## src/rtl/glyph_pixel_reader_if.sv

```systemverilog
`default_nettype none
// ============================================================================
//  Module   : glyph_pixel_reader_if
//  Brief    : Raster timing, text-buffer, glyph-memory and pixel-output bundle
//             for the glyph pixel reader. i_/o_ are from the reader's side.
//  Revision : 1.0  initial release
// ============================================================================
interface glyph_pixel_reader_if;
    logic        i_frame_start;
    logic        i_line_end;
    logic        i_pixel_en;
    logic [4:0]  o_cell_col;
    logic [4:0]  o_cell_row;
    logic [5:0]  i_char_code;
    logic [1:0]  o_glyph_x;
    logic [2:0]  o_glyph_y;
    logic [35:0] i_glyph_bits;
    logic        i_cursor_en;
    logic [4:0]  i_cursor_col;
    logic [4:0]  i_cursor_row;
    logic        o_pixel_on;
    logic        o_pixel_valid;

    modport slave (
        input  i_frame_start, i_line_end, i_pixel_en, i_char_code, i_glyph_bits,
               i_cursor_en, i_cursor_col, i_cursor_row,
        output o_cell_col, o_cell_row, o_glyph_x, o_glyph_y, o_pixel_on, o_pixel_valid
    );

    modport master (
        output i_frame_start, i_line_end, i_pixel_en, i_char_code, i_glyph_bits,
               i_cursor_en, i_cursor_col, i_cursor_row,
        input  o_cell_col, o_cell_row, o_glyph_x, o_glyph_y, o_pixel_on, o_pixel_valid
    );
endinterface
`default_nettype wire

```

## src/rtl/glyph_pixel_reader.sv

```systemverilog
`default_nettype none
// ============================================================================
//  Module   : glyph_pixel_reader
//  Brief    : Walks the active raster, addresses text buffer and glyph memory,
//             and emits one monochrome pixel per strobe with a blinking cursor.
//  Revision : 1.0  initial release
// ============================================================================
module glyph_pixel_reader #(
    parameter int SCALE        = 4,
    parameter int COLS         = 32,
    parameter int ROWS         = 30,
    parameter int BLINK_FRAMES = 30
) (
    input  wire logic            clk,
    input  wire logic            rst,
    glyph_pixel_reader_if.slave  io_rd
);

    localparam int c_SX_W = (SCALE > 1) ? $clog2(SCALE) : 1;
    localparam int c_BL_W = (BLINK_FRAMES > 1) ? $clog2(BLINK_FRAMES) : 1;

    logic [c_SX_W-1:0] r_sx;
    logic [c_SX_W-1:0] r_sy;
    logic [2:0]        r_gx;
    logic [1:0]        r_gy;
    logic [4:0]        r_col;
    logic [4:0]        r_row;
    logic              r_in_x;
    logic              r_in_y;
    logic [c_BL_W-1:0] r_blink_cnt;
    logic              r_blink_ph;
    logic              r_s1_valid;
    logic              r_s1_dot;
    logic              r_s1_cur;
    logic              r_pixel_valid;
    logic              r_pixel_on;

    logic        w_sx_wrap;
    logic        w_gx_wrap;
    logic        w_col_last;
    logic        w_sy_wrap;
    logic        w_gy_wrap;
    logic        w_row_last;
    logic        w_blink_wrap;
    logic        w_dot;
    logic        w_cur;
    logic [63:0] w_bits_ext;
    logic        w_code_ok;
    logic        w_glyph_bit;

    assign w_sx_wrap    = (r_sx == c_SX_W'(SCALE - 1));
    assign w_gx_wrap    = w_sx_wrap && (r_gx == 3'd4);
    assign w_col_last   = (r_col == 5'(COLS - 1));
    assign w_sy_wrap    = (r_sy == c_SX_W'(SCALE - 1));
    assign w_gy_wrap    = w_sy_wrap && (r_gy == 2'd3);
    assign w_row_last   = (r_row == 5'(ROWS - 1));
    assign w_blink_wrap = (r_blink_cnt == c_BL_W'(BLINK_FRAMES - 1));

    // Gap dots (gx==4 / gy==3) are never foreground; the cursor still covers them.
    assign w_dot = r_in_x && r_in_y && (r_gx < 3'd4) && (r_gy < 2'd3);
    assign w_cur = io_rd.i_cursor_en && r_blink_ph && r_in_x && r_in_y &&
                   (r_col == io_rd.i_cursor_col) && (r_row == io_rd.i_cursor_row);

    // Zero-extend so codes 36..63 select a constant 0 without an out-of-range index.
    assign w_bits_ext  = {28'd0, io_rd.i_glyph_bits};
    assign w_code_ok   = (io_rd.i_char_code < 6'd36);
    assign w_glyph_bit = w_bits_ext[io_rd.i_char_code];

    always_ff @(posedge clk) begin
        if (rst) begin
            r_sx        <= '0;
            r_gx        <= '0;
            r_col       <= '0;
            r_in_x      <= 1'b1;
            r_sy        <= '0;
            r_gy        <= '0;
            r_row       <= '0;
            r_in_y      <= 1'b1;
            r_blink_cnt <= '0;
            r_blink_ph  <= 1'b0;
        end else if (io_rd.i_frame_start) begin
            r_sx        <= '0;
            r_gx        <= '0;
            r_col       <= '0;
            r_in_x      <= 1'b1;
            r_sy        <= '0;
            r_gy        <= '0;
            r_row       <= '0;
            r_in_y      <= 1'b1;
            r_blink_cnt <= w_blink_wrap ? '0 : r_blink_cnt + 1'b1;
            if (w_blink_wrap) begin
                r_blink_ph <= ~r_blink_ph;
            end
        end else if (io_rd.i_line_end) begin
            r_sx   <= '0;
            r_gx   <= '0;
            r_col  <= '0;
            r_in_x <= 1'b1;
            if (r_in_y) begin
                r_sy <= w_sy_wrap ? '0 : r_sy + 1'b1;
                if (w_sy_wrap) begin
                    r_gy <= (r_gy == 2'd3) ? 2'd0 : r_gy + 2'd1;
                end
                if (w_gy_wrap) begin
                    if (w_row_last) begin
                        r_in_y <= 1'b0;
                    end else begin
                        r_row <= r_row + 5'd1;
                    end
                end
            end
        end else if (io_rd.i_pixel_en && r_in_x) begin
            r_sx <= w_sx_wrap ? '0 : r_sx + 1'b1;
            if (w_sx_wrap) begin
                r_gx <= (r_gx == 3'd4) ? 3'd0 : r_gx + 3'd1;
            end
            if (w_gx_wrap) begin
                if (w_col_last) begin
                    r_in_x <= 1'b0;
                end else begin
                    r_col <= r_col + 5'd1;
                end
            end
        end
    end

    // Two-stage pipeline lines up with the 1-cycle text buffer and glyph memory reads.
    always_ff @(posedge clk) begin
        if (rst) begin
            r_s1_valid    <= 1'b0;
            r_s1_dot      <= 1'b0;
            r_s1_cur      <= 1'b0;
            r_pixel_valid <= 1'b0;
            r_pixel_on    <= 1'b0;
        end else begin
            r_s1_valid    <= io_rd.i_pixel_en;
            r_s1_dot      <= w_dot;
            r_s1_cur      <= w_cur;
            r_pixel_valid <= r_s1_valid;
            r_pixel_on    <= (r_s1_dot && w_code_ok && w_glyph_bit) ^ r_s1_cur;
        end
    end

    assign io_rd.o_cell_col    = r_col;
    assign io_rd.o_cell_row    = r_row;
    assign io_rd.o_glyph_x     = (r_gx < 3'd4) ? r_gx[1:0] : 2'd0;
    assign io_rd.o_glyph_y     = (r_gy < 2'd3) ? {1'b0, r_gy} : 3'd0;
    assign io_rd.o_pixel_on    = r_pixel_on;
    assign io_rd.o_pixel_valid = r_pixel_valid;

endmodule
`default_nettype wire

```

## src/flat_wrapper.sv

```systemverilog
// flat-port wrapper written by rule: the top's interface ports become plain ports
module glyph_pixel_reader_flat 
#(
    parameter int SCALE        = 4,
    parameter int COLS         = 32,
    parameter int ROWS         = 30,
    parameter int BLINK_FRAMES = 30
)
  (clk, rst, io_rd_i_frame_start, io_rd_i_line_end, io_rd_i_pixel_en, io_rd_i_char_code, io_rd_i_glyph_bits, io_rd_i_cursor_en, io_rd_i_cursor_col, io_rd_i_cursor_row, io_rd_o_cell_col, io_rd_o_cell_row, io_rd_o_glyph_x, io_rd_o_glyph_y, io_rd_o_pixel_on, io_rd_o_pixel_valid);
  glyph_pixel_reader_if io_rd_i ();
  input  wire logic clk;
  input  wire logic rst;
  input wire logic [$bits(io_rd_i.i_frame_start)-1:0] io_rd_i_frame_start;
  input wire logic [$bits(io_rd_i.i_line_end)-1:0] io_rd_i_line_end;
  input wire logic [$bits(io_rd_i.i_pixel_en)-1:0] io_rd_i_pixel_en;
  input wire logic [$bits(io_rd_i.i_char_code)-1:0] io_rd_i_char_code;
  input wire logic [$bits(io_rd_i.i_glyph_bits)-1:0] io_rd_i_glyph_bits;
  input wire logic [$bits(io_rd_i.i_cursor_en)-1:0] io_rd_i_cursor_en;
  input wire logic [$bits(io_rd_i.i_cursor_col)-1:0] io_rd_i_cursor_col;
  input wire logic [$bits(io_rd_i.i_cursor_row)-1:0] io_rd_i_cursor_row;
  output wire logic [$bits(io_rd_i.o_cell_col)-1:0] io_rd_o_cell_col;
  output wire logic [$bits(io_rd_i.o_cell_row)-1:0] io_rd_o_cell_row;
  output wire logic [$bits(io_rd_i.o_glyph_x)-1:0] io_rd_o_glyph_x;
  output wire logic [$bits(io_rd_i.o_glyph_y)-1:0] io_rd_o_glyph_y;
  output wire logic [$bits(io_rd_i.o_pixel_on)-1:0] io_rd_o_pixel_on;
  output wire logic [$bits(io_rd_i.o_pixel_valid)-1:0] io_rd_o_pixel_valid;
  assign io_rd_i.i_frame_start = io_rd_i_frame_start;
  assign io_rd_i.i_line_end = io_rd_i_line_end;
  assign io_rd_i.i_pixel_en = io_rd_i_pixel_en;
  assign io_rd_i.i_char_code = io_rd_i_char_code;
  assign io_rd_i.i_glyph_bits = io_rd_i_glyph_bits;
  assign io_rd_i.i_cursor_en = io_rd_i_cursor_en;
  assign io_rd_i.i_cursor_col = io_rd_i_cursor_col;
  assign io_rd_i.i_cursor_row = io_rd_i_cursor_row;
  assign io_rd_o_cell_col = io_rd_i.o_cell_col;
  assign io_rd_o_cell_row = io_rd_i.o_cell_row;
  assign io_rd_o_glyph_x = io_rd_i.o_glyph_x;
  assign io_rd_o_glyph_y = io_rd_i.o_glyph_y;
  assign io_rd_o_pixel_on = io_rd_i.o_pixel_on;
  assign io_rd_o_pixel_valid = io_rd_i.o_pixel_valid;
  glyph_pixel_reader #(.SCALE(SCALE), .COLS(COLS), .ROWS(ROWS), .BLINK_FRAMES(BLINK_FRAMES)) u_core (.clk(clk), .rst(rst), .io_rd(io_rd_i));
endmodule
```

## config.mk

```make
export PLATFORM = sky130hd
export DESIGN_NAME = glyph_pixel_reader_flat
export DESIGN_NICKNAME = d
export VERILOG_FILES = /design/src/rtl/glyph_pixel_reader_if.sv /design/src/rtl/glyph_pixel_reader.sv /design/src/flat_wrapper.sv
export SDC_FILE = /design/constraint.sdc
export NUM_CORES = 1
export LEC_CHECK = 0
export BUFFER_PORTS_ARGS = -buffer_cell sky130_fd_sc_hd__buf_2
export CAP_MARGIN = 20
export CORE_ASPECT_RATIO = 1.1
export CORE_MARGIN = 3
export CORE_UTILIZATION = 54
export CTS_BUF_LIST = sky130_fd_sc_hd__clkbuf_8
export DETAILED_ROUTE_END_ITERATION = 6
export HOLD_SLACK_MARGIN = 0.08
export PLACE_DENSITY = 0.85
export SLEW_MARGIN = 40
export SYNTH_ARGS = -nofsm -noshare
export SYNTH_HDL_FRONTEND = slang
export SYNTH_SLANG_ARGS = --single-unit
```

## constraint.sdc

```tcl
create_clock -name clk -period 3 [get_ports clk]
set_clock_uncertainty 0.05 [all_clocks]
set_input_delay 0.6 -clock clk [delete_from_list [all_inputs] [get_ports clk]]
set_output_delay 0.6 -clock clk [all_outputs]
set_load 0.005 [all_outputs]
```

==> run metrics <==
critical path fanouts, max 5; commonest non-fill, non-tap cell in the layout buf_2; Max Cap Viol 0; Worst Hold Path Cells 1; critical path arrival 2.25 ns; Hold Path End u_core.io_rd.o_pixel_valid$_SDFF_PP0_; HP Class reg -> reg; dpl hpwl 3454 µm; antenna viol nets, final 0; vias in the first global route 1,638; Setup violations, final 0; most frequent CP cell ha_1; Worst setup SP type flop; Detailed Route Iter0 Violations 42; dpl cells 322; Clock H-tree levels 2; Via density 5.300; clock buffer depth 2; Main synth FF type dfxtp_1; Hold Slack 0.4004 ns; TNS Setup 0 ns; Rows 22; Hold Startpoint u_core.r_s1_valid$_SDFF_PP0_; I/O pin count 75; area delta synth->final 25.82%; WL/cell 13.65 µm; Die Height 68.45 µm; Leak 1.117 nW; Synth Instances 208; Total Power 0.0009503 W; GRT met1 Usage 21.99%; outcome finished clean; gr usage total 21.22%; reg2reg end u_core.io_rd.o_cell_col[3]$_SDFFE_PP0P_; Syn Nets 279; final wirelength 4506 µm; Cell variety after synth 44; flop2flop setup slack 0.88 ns; Crit Path Category reg -> reg; Port Buffers 73; die extent in x 62.77 µm; pre-CTS setup slack 0.7261 ns; syn_area_per_cell 9.204 µm²; reg2reg start u_core.io_rd.o_cell_col[0]$_SDFFE_PP0P_; share of layout cells above drive strength 1 31.21%; CTS resizes 0; Die ar. 4296 µm²; endpoints failing hold 0; Post-synth EDFFs 0; Syn Std Cell Area 1914 µm²; sequential fraction of the synthesis area 33.46%; Period minus WS final 2.124 ns; WP data required 3.12 ns; Antenna Cells 0; Final nets 352; largest net degree at the start of global routing 13; cts hold-fix bufs 0; first-pass GRT wire length 7065 µm; DRC Markers 0; Pwr per Cell Area 394.5 nW/µm²; Worst Reg-to-Reg Cells 7; Synth Warn # 0; CP Cell Sequence ha_1 > and3_1 > ha_1 > nor3_1 > nand4_1 > xor2_1 > nor2_1; Slew headroom 50.48%; Fmax 470.8 MHz; Clock Tree Root clkbuf_8; pin slew with the least headroom to its limit 0.7411 ns; total CTS buffers 5; post-route setup slack 0.8760 ns; slowest CP cell nor3_1; worst vdd rail ir drop 385.2 µV; drt pass-1 iters 4; Clock Latency Late Sink 0.29 ns; initial antenna violation count 0; Post-synth ARST share 0%; delay of the slowest cell on the worst path 0.59 ns; met3 Track Usage GR 6.732%; Sink Count 32; RSZ-0062 raised after global routing no; Core Area 3358 µm²; Initial Util 57.00%; Final Non-Filler Cells 330; CP Capture Type flop; grt peak-use layer met2; Overflow after GRT 0; commonest non-fill, non-tap cells in the layout buf_2, dfxtp_1, nor2_1; gpl congestion 0.7688; flops & latches, synth 32; total number of vias 1,749; Worst-path clk slew 0.07 ns; CTS tree yes; Slew Limit Fails 0; GR Util met2 40.21%; fin crit share 70.80%; post-CTS setup buffers 0
[through the flow]
step                utilization (%)  area [µm²]
floorplan                         -        1914
global placement              68.52        2301
detailed placement            68.52        2301
CTS                           71.72        2409
global route                  71.72        2409
finish                        71.72        2409
[power by group]
group	switching, W	total [W]	internal, W	leakage [nW]
clock	0.000158	0.000401	0.000243	0.0593
combinational	0.0000494	0.000114	0.0000644	0.798
sequential	0.00000440	0.000435	0.000431	0.259
[sequential cells by signal, summed over array words and instances (netlist names), 2 cells and up]
name,count
u_core.r_sx,2
u_core.r_gx,3
u_core.io_rd.o_cell_row,5
u_core.r_gy,2
u_core.r_sy,2
u_core.r_blink_cnt,5
u_core.io_rd.o_cell_col,5
[Yosys cell counts, types with 2 or more instances]
library cell   n  share of area [%]
a211oi_1       2               0.78
a21oi_1       10                2.6
and2b_2        2               0.92
and3_1         4                1.3
and4_1         2               0.92
clkbuf_1       4               0.78
dfxtp_1       32                 33
ha_1          13                8.5
inv_1          8                1.6
mux2i_1        8                4.2
mux4_1         5                6.9
mux4_2         2                2.4
nand2_1       13                2.5
nand2b_1       3               0.98
nand3_1        8                2.1
nand4_1        9                2.9
nor2_1        29                5.7
nor2b_1        2               0.65
nor3_1         6                1.6
nor4_1         2               0.65
o21ai_0        2               0.52
xnor2_1        9                4.1
xor2_1        12                5.5
[logic make-up (layout without fill, tap and decap cells)]
group / Yosys count / in the layout / synth area share, %
AOI/OAI and AO/OA: 23 / 23 / 7.975
xor gates and xnor gates: 21 / 21 / 9.608
adders and majority gates: 13 / 13 / 8.497
buffers and inverters: 15 / 89 / 3.594
DFF: 32 / 32 / 33.46
muxes: 15 / 15 / 13.40
other: 1 / 1 / 0.1959
and+or+nand+nor: 88 / 88 / 23.27
[metal layers]
metal  part of all wire [%]  vias to the layer above
met2                     53                       45
met4                    1.7                        0
met1                     39                      811
met5                      0                        -
li1                       -                      884
met3                    6.2                        9
[critical path: cells and delay by family, from the launching register on]
family | cells | cell delay (ns)
simple gates | 4 | 1.01
fa+ha+maj | 2 | 0.41
flops | 1 | 0.36
xor+xnor | 1 | 0.17
[cell type report]
class                      instances  area [µm²]
multi-input combinational        161        1205
sequential                        32       640.6
timing repair buffer              73       365.4
tap                               48       60.06
clock buffer                       5       68.82
fill                             285       949.7
clock inverter                     3       38.79
inverter                           8       30.03
[worst max path at each step]
stage | startpoint | end | slack [ns] | cells after the start
after floorplan | io_rd_i_char_code[0] | u_core.io_rd.o_pixel_on$_SDFF_PP0_ | 1.02 | 5
after global placement | io_rd_i_char_code[0] | u_core.io_rd.o_pixel_on$_SDFF_PP0_ | 0.84 | 5
after detailed placement | io_rd_i_char_code[0] | u_core.io_rd.o_pixel_on$_SDFF_PP0_ | 0.73 | 6
after CTS | u_core.io_rd.o_cell_col[0]$_SDFFE_PP0P_ | u_core.io_rd.o_cell_col[3]$_SDFFE_PP0P_ | 0.87 | 7
after global routing | u_core.io_rd.o_cell_col[0]$_SDFFE_PP0P_ | u_core.io_rd.o_cell_col[3]$_SDFFE_PP0P_ | 0.70 | 7
final | u_core.io_rd.o_cell_col[0]$_SDFFE_PP0P_ | u_core.io_rd.o_cell_col[3]$_SDFFE_PP0P_ | 0.88 | 7
Note: power is estimated with default switching activity, not from simulation.
